**config.mk**
```make
export PLATFORM = sky130hd
export DESIGN_NAME = aes_byte_bridge
export DESIGN_NICKNAME = d
export VERILOG_FILES = /design/src/rtl/aes_byte_bridge.sv
export SDC_FILE = /design/constraint.sdc
export NUM_CORES = 1
export LEC_CHECK = 0
export CORE_AREA = 2 2 258 260
export CTS_CLUSTER_SIZE = 12
export DETAILED_ROUTE_END_ITERATION = 8
export DIE_AREA = 0 0 260 262
export GPL_TIMING_DRIVEN = 0
export PLACE_DENSITY = 0.6
export SLEW_MARGIN = 10
export SYNTH_ARGS = -nofsm -noshare
export SYNTH_HDL_FRONTEND = slang
export SYNTH_SLANG_ARGS = --single-unit
```
**constraint.sdc**
```tcl
create_clock -name CLK -period 1.87 [get_ports CLK]
set_input_delay 0.187 -clock CLK [delete_from_list [all_inputs] [get_ports CLK]]
set_output_delay 0.187 -clock CLK [all_outputs]
set_load 0.05 [all_outputs]
```
**src/rtl/aes_byte_bridge.sv**
```systemverilog
// aes_byte_bridge: byte-serial front/back end for the AES core.
// Collects 16 input bytes into a block, pulses START for one cycle, waits
// for DONE, then streams the 128-bit result out one byte at a time.
// Optional feature macro: AES_BRIDGE_CBC_EN adds CBC chaining around the
// core (128-bit chain register, loaded from cfg_iv by iv_load).
// Without the macro the bridge is plain ECB and cfg_iv/iv_load are unused.
module aes_byte_bridge (
  input  logic         CLK,
  input  logic         nRST,
  input  logic         cfg_encdec,
  input  logic [127:0] cfg_key,
  input  logic [127:0] cfg_iv,
  input  logic         iv_load,
  input  logic         s_valid,
  output logic         s_ready,
  input  logic [7:0]   s_data,
  output logic         m_valid,
  input  logic         m_ready,
  output logic [7:0]   m_data,
  output logic         busy,
  output logic         aes_start,
  output logic         aes_encdec,
  output logic [127:0] aes_key,
  output logic [127:0] aes_textin,
  input  logic         aes_done,
  input  logic [127:0] aes_textout
);

  typedef enum logic [1:0] {
    FILL  = 2'd0,
    KICK  = 2'd1,
    WAITD = 2'd2,
    DRAIN = 2'd3
  } state_t;

  state_t         state, state_nx;
  logic [3:0]     cnt;
  logic [127:0]   blk;
  logic [127:0]   obuf;
  logic [127:0]   blk_full;
  logic [127:0]   textin_nx;
  logic [127:0]   obuf_nx;
  logic           in_hs, out_hs;

  assign in_hs    = s_valid & s_ready;
  assign out_hs   = m_valid & m_ready;
  assign blk_full = {blk[119:0], s_data};
  assign m_data   = obuf[127:120];

`ifdef AES_BRIDGE_CBC_EN
  logic [127:0] chain;

  // Encrypt folds the chain in before the core; decrypt folds it in after.
  assign textin_nx = cfg_encdec ? blk_full : (blk_full ^ chain);
  assign obuf_nx   = aes_encdec ? (aes_textout ^ chain) : aes_textout;

  // Chain register: IV load only at a block boundary, otherwise it tracks
  // the ciphertext of the block just processed.
  always_ff @(posedge CLK or negedge nRST) begin
    if (!nRST) begin
      chain <= '0;
    end else if (state == FILL && cnt == 4'd0 && iv_load) begin
      chain <= cfg_iv;
    end else if (state == WAITD && aes_done) begin
      chain <= aes_encdec ? aes_textin : aes_textout;
    end
  end
`else
  logic unused_cbc_cfg;

  assign unused_cbc_cfg = ^{cfg_iv, iv_load};
  assign textin_nx      = blk_full;
  assign obuf_nx        = aes_textout;
`endif

  // State register.
  always_ff @(posedge CLK or negedge nRST) begin
    if (!nRST) state <= FILL;
    else       state <= state_nx;
  end

  // Next state and state-decoded handshake/control outputs (no path from
  // s_valid/m_ready into s_ready/m_valid/busy/aes_start).
  always_comb begin
    state_nx  = state;
    s_ready   = 1'b0;
    m_valid   = 1'b0;
    busy      = 1'b1;
    aes_start = 1'b0;
    case (state)
      FILL: begin
        s_ready = 1'b1;
        busy    = 1'b0;
        if (in_hs && cnt == 4'd15) state_nx = KICK;
      end
      KICK: begin
        aes_start = 1'b1;
        state_nx  = WAITD;
      end
      WAITD: begin
        if (aes_done) state_nx = DRAIN;
      end
      DRAIN: begin
        m_valid = 1'b1;
        if (out_hs && cnt == 4'd15) state_nx = FILL;
      end
      default: state_nx = FILL;
    endcase
  end

  // Datapath: byte assembly, core operand capture, result shift-out.
  always_ff @(posedge CLK or negedge nRST) begin
    if (!nRST) begin
      cnt        <= '0;
      blk        <= '0;
      obuf       <= '0;
      aes_encdec <= 1'b0;
      aes_key    <= '0;
      aes_textin <= '0;
    end else begin
      case (state)
        FILL: begin
          if (in_hs) begin
            blk <= blk_full;
            if (cnt == 4'd15) begin
              cnt        <= '0;
              aes_encdec <= cfg_encdec;
              aes_key    <= cfg_key;
              aes_textin <= textin_nx;
            end else begin
              cnt <= cnt + 4'd1;
            end
          end
        end
        WAITD: begin
          if (aes_done) obuf <= obuf_nx;
        end
        DRAIN: begin
          if (out_hs) begin
            obuf <= {obuf[119:0], 8'h00};
            cnt  <= (cnt == 4'd15) ? 4'd0 : cnt + 4'd1;
          end
        end
        default: ;
      endcase
    end
  end

endmodule

```
### Yosys cells after proc, flatten, opt, wreduce, memory -nomap -nowiden

Index checks and enable logic that the tools add are counted.

| operators by class | value |
|---|---|
| add/sub/neg operators | 1 |
| multipliers | 0 |
| divide/modulo/power cells | 0 |
| magnitude comparators | 0 |
| eq/ne operators | 9 |
| shift-type cells | 0 |
| multiplexer cells | 15 |
| bitwise gates (word level) | 2 |
| reduce and logical (&&, ||, !) cells | 10 |

Operator list:

| cell | count |
|---|---|
| $mux W128 | 2 |
| $pmux W128 S2 | 1 |
| $mux W4 | 3 |
| $reduce_and A3 Y1 | 4 |
| $ne A2 B2 Y1 const B | 5 |
| $pmux W2 S4 | 1 |
| $pmux W4 S2 | 1 |
| $mux W2 | 3 |
| $add A4 B1 Y4 const B | 1 |
| $eq A2 B2 Y1 const B | 2 |
| $eq A4 B4 Y1 const B | 1 |
| $mux W1 | 4 |
| $reduce_bool A2 Y1 | 2 |
| $and A1 B1 Y1 | 2 |
| $eq A2 B1 Y1 const B | 1 |
| $logic_and A1 B1 Y1 | 2 |
| $logic_not A2 Y1 | 1 |
| $reduce_and A2 Y1 | 1 |

| word-level totals | value |
|---|---|
| register bits | 511 |
| bits in latches | 0 |
| bits in writable memories | 0 |
| ROM bits | 0 |
| memories kept | 0 |

### Logic depth before layout (Yosys ltp)

| depth | value |
|---|---|
| depth after elaboration | 6 |
| gate-level depth with buffers | 9 |
| depth with buffers taken out | 6 |

### Worst setup path before layout

OpenSTA, ideal clock, no wires.

| timing | value |
|---|---|
| path type | reg2reg |
| from | register state[0] |
| to | register state[1] |
| setup time | 0.128 ns |
| arrival time | 2.030 ns |
| required time | 1.742 ns |
| slack | -0.288 ns |
| cell stages (with the launch flop) | 6 |
| period minus slack after synthesis | 2.158 ns |
| cells stage by stage | dfrtp_1 -> inv_1 -> ha_1 -> inv_1 -> o2111ai_1 -> mux2_1 |

| between the ends | value |
|---|---|
| word-level cells in the longest chain between the ends | 6 |
| elaborated cells between the ends (all ways) | 15 |
| classes of those cells | 6 x eq/ne; 3 x mux; 2 x bitwise; 4 x reduce/logical |

RTL lines:

| element | line | text |
|---|---|---|
| start: declaration | 36 | `state_t state, state_nx;` |
| start signal: assignment | 79 | `else state <= state_nx;` |
| $logic_not A2 Y1 | 90 | `case (state)` |
| $mux W1 | 90 |  |
| via s_ready | 15 | `output logic s_ready,` |
| $and A1 B1 Y1 | 45 | `assign in_hs = s_valid & s_ready;` |
| $logic_and A1 B1 Y1 | 94 | `if (in_hs && cnt == 4'd15) state_nx = KICK;` |
| $ne A2 B2 Y1 (no source line) | -- |  |
| $reduce_and A3 Y1 (no source line) | -- |  |

The timed path passes the listed nets, and every way through them passes these cells.
A chain may end at the register's enable or synchronous reset.

### Worst setup path in the final report

| timing | value |
|---|---|
| from | register obuf[120] |
| to | output m_data[0] |

RTL lines:

| element | line | text |
|---|---|---|
| start: declaration | 39 | `logic [127:0] obuf;` |
| start signal: assignment | 136 | `if (aes_done) obuf <= obuf_nx;` |
| start signal: assignment | 140 | `obuf <= {obuf[119:0], 8'h00};` |
| end: declaration | 19 | `output logic [7:0] m_data,` |

No word-level cell between the ends.

==> reports/results.tsv <==
metric	value	unit
status	finished clean	
initial antenna violation count	5	
post-route minimum period	1.798	ns
Slew @ Worst Pin	0.6421	ns
# H-tree levels	2	
wire per inst	17.42	µm
fraction of registers with async set/reset	1.000	
Synth area leaders	dfrtp_1, nand2_1, mux2_2	
Setup Skew	0.01527	ns
number of global-route vias before repair	16136	
clk_lat worst skew	0.60	ns
Clock Pin Slew Worst Setup and Hold Paths	0.06	ns
Post-Syn Area	0.02048	mm²
# clock sinks	511	
post-synth top area cell	dfrtp_1	
Synth top area share	0.6244	
Leak	0.01542	µW
Fin. Hold Viols	0	
Vias/cell	4.479	
setup TNS	0	ns
largest net degree at the start of global routing	113	
crit path DAT	1.61	ns
Synthesized Nets	2345	
Avg Cell Area, Syn	10.55	µm²
Commonest cells post-synth	nand2_1, dfrtp_1, mux2_2, mux2i_1, o21ai_0	
Setup Viol. Count Final	0	
CTS tree	built	
synth unique cells	30	
# DRC	0	
RSZ-0062 raised after global routing	true	
Die Height	262	µm
Crit path required time	1.68	ns
Power Total	43560	µW
Row Count	94	
Max IR drop VDD	0.8345	mV
post-route ant nets	0	
normalized max-slew margin	0.5736	
CP max stage delay	0.52	ns
critical path peak fanout	2	
DR pass1 iterations	4	
clock buffer depth	3	
crit share post-route	0.9614	
crit end category	output pin	
Final HPWL DP	45170	µm
Final Cell Area	0.02890	mm²
ys flop type	dfrtp_1	
Routed WL	60160	µm
first-pass GRT wire length	92070	µm
grt ovf	0	
Yosys Warn Count	0	
most common cell in the synthesized netlist	nand2_1	
critical path's slowest cell	dlygate4sd2_1	
placer congestion estimate	0.8789	
Synth Register Bits	511	
CP Cell Sequence	buf_4 > dlygate4sd2_1	
Starting Density	0.3137	
Detailed Route Iter0 Violations	772	
share of cells above drive strength 1	0.1399	
chip width	260	µm
Pwr Density	1507	mW/mm²
top-level I/O count	668	
Core ar.	0.06528	mm²
number of synthesized flops with an enable pin	0	
total CTS buffers	55	
Slew Limit Fails	0	
Gate Count Post-Synth	1941	
total number of vias	15472	
Worst Path Buf+Inv	2	
Overall Global Routing Usage	0.1733	
port bufs	538	
sequential-to-total area share from yosys stat	0.6244	
type of origin of the critical path	flip-flop	
Fillers	6265	
Setup Slack @ Placement	-0.9273	ns
Root Driver	clkbuf_16	
nets@finish	2949	
placed cell areas	0.02707	mm²
Worst Slack Setup Final	0.07220	ns
HP Class	in2reg	
synth-to-layout area growth	41.14	%
total of max-cap violations	0	
top cell family by delay on the critical path	buffers and inverters	
Max Freq	0.5562	GHz
Worst Path Class, Setup	reg2out	
Die Area	0.06812	mm²
-- worst min-delay path: stages --
cell and delay (ns):
clkdlybuf4s50_1 0.39, nand2_1 0.06, nand2_1 0.04
-- logic make-up after synthesis --
group	share of synthesized area
AND/OR/NAND/NOR	0.1736
flip-flops	0.6244
multiplexers	0.1257
AO/OA/AOI/OAI	0.03220
buffers and inverters	0.04057
adder cells (fa/ha/maj)	0.003055
XOR/XNOR	0.0004278
-- area by class of cell --
cell class	count	area, µm²	share of cell area
Sequential cell	511	12790	0.4424
Multi-Input combinational cell	1306	6975	0.2413
Timing Repair Buffer	549	5243	0.1814
Clock buffer	80	1570	0.05433
Tap cell	864	1081	0.03740
Buffer	118	1035	0.03580
Clock inverter	19	188.9	0.006537
Inverter	4	15.01	0.0005195
Antenna cell	3	7.507	0.0002597
-- registers in the layout, indices dropped and copies added (netlist names) --
| register | count |
|---|---|
| aes_key | 128 |
| aes_textin | 128 |
| obuf | 128 |
| blk | 120 |
| cnt | 4 |
| state | 2 |
| aes_encdec | 1 |
-- stage by stage --
step,hold slack [ns],utilization,cells
floorplan,-0.1086,-,1941
finish,0.1130,0.4428,3454
CTS,0.06488,0.4400,3451
detailed placement,0.2188,0.4148,3347
global route,0.08465,0.4428,3454
global placement,0.4540,0.4130,3343
-- layer usage --
metal	GRT usage	up-vias	share of wire
li1	-	7420	-
met1	0.2152	7540	0.42
met2	0.2956	417	0.49
met3	0.04321	91	0.066
met4	0.05747	4	0.027
met5	0	-	0.00045
-- worst paths after layout --
| path | from | endpoint | slack [ns] | depth (start not counted) |
|---|---|---|---|---|
| worst max-delay path | obuf[120] | m_data[0] | 0.07 | 2 |
| worst min-delay path | cfg_key[63] | aes_key[63] | 0.11 | 3 |
| worst max register to register | state[1] | obuf[117] | 0.08 | 6 |
| worst min register to register | blk[118] | aes_textin[126] | 0.46 | 2 |
| max in group asynchronous | nRST | obuf[127] | 0.25 | 4 |
| min in group asynchronous | nRST | aes_key[72] | 0.15 | 2 |
-- cells in the final DEF, fill, tap and decap left out, types with 2 or more instances in the layout --
cell | synthesis | layout
nand2b_1 | 3 | 2
nand3b_1 | 8 | 8
ha_2 | 0 | 2
clkinv_2 | 0 | 14
nand3_1 | 2 | 2
inv_2 | 0 | 2
dlygate4sd2_1 | 0 | 263
buf_4 | 24 | 49
buf_6 | 28 | 42
o21ai_0 | 77 | 76
buf_12 | 0 | 5
buf_8 | 0 | 2
clkbuf_1 | 16 | 15
mux2_2 | 120 | 120
buf_2 | 52 | 9
buf_16 | 0 | 4
diode_2 | 0 | 3
clkdlybuf4s15_1 | 0 | 2
bufinv_16 | 0 | 3
clkbuf_2 | 0 | 12
ha_1 | 5 | 2
mux2_1 | 2 | 2
nand2_1 | 911 | 910
clkbuf_16 | 0 | 55
mux2i_1 | 120 | 108
dfrtp_1 | 511 | 511
o21ai_1 | 44 | 45
inv_1 | 4 | 2
clkbuf_8 | 0 | 10
clkbuf_4 | 0 | 10
mux2i_2 | 0 | 11
clkdlybuf4s50_1 | 0 | 268
-- where the power goes --
group          total (µW)  internal, µW  switching (µW)  leakage (µW)
registers           16700         14500            2220       0.00681
logic               16200          6110           10100       0.00773
clock network       10700          6220            4430      0.000879
total               43600         26800           16800        0.0154
-- timing repair --
action / CTS / global route
gates cloned: 0 / 0
hold endpoints to repair: 76 / 0
hold buffers: 1 / 0
gates resized for setup: 346 / 72
pin swaps: 2 / 3
setup buffers: 4 / 2
setup endpoints to repair: 756 / 682
Power figures use the tool's default switching activity.
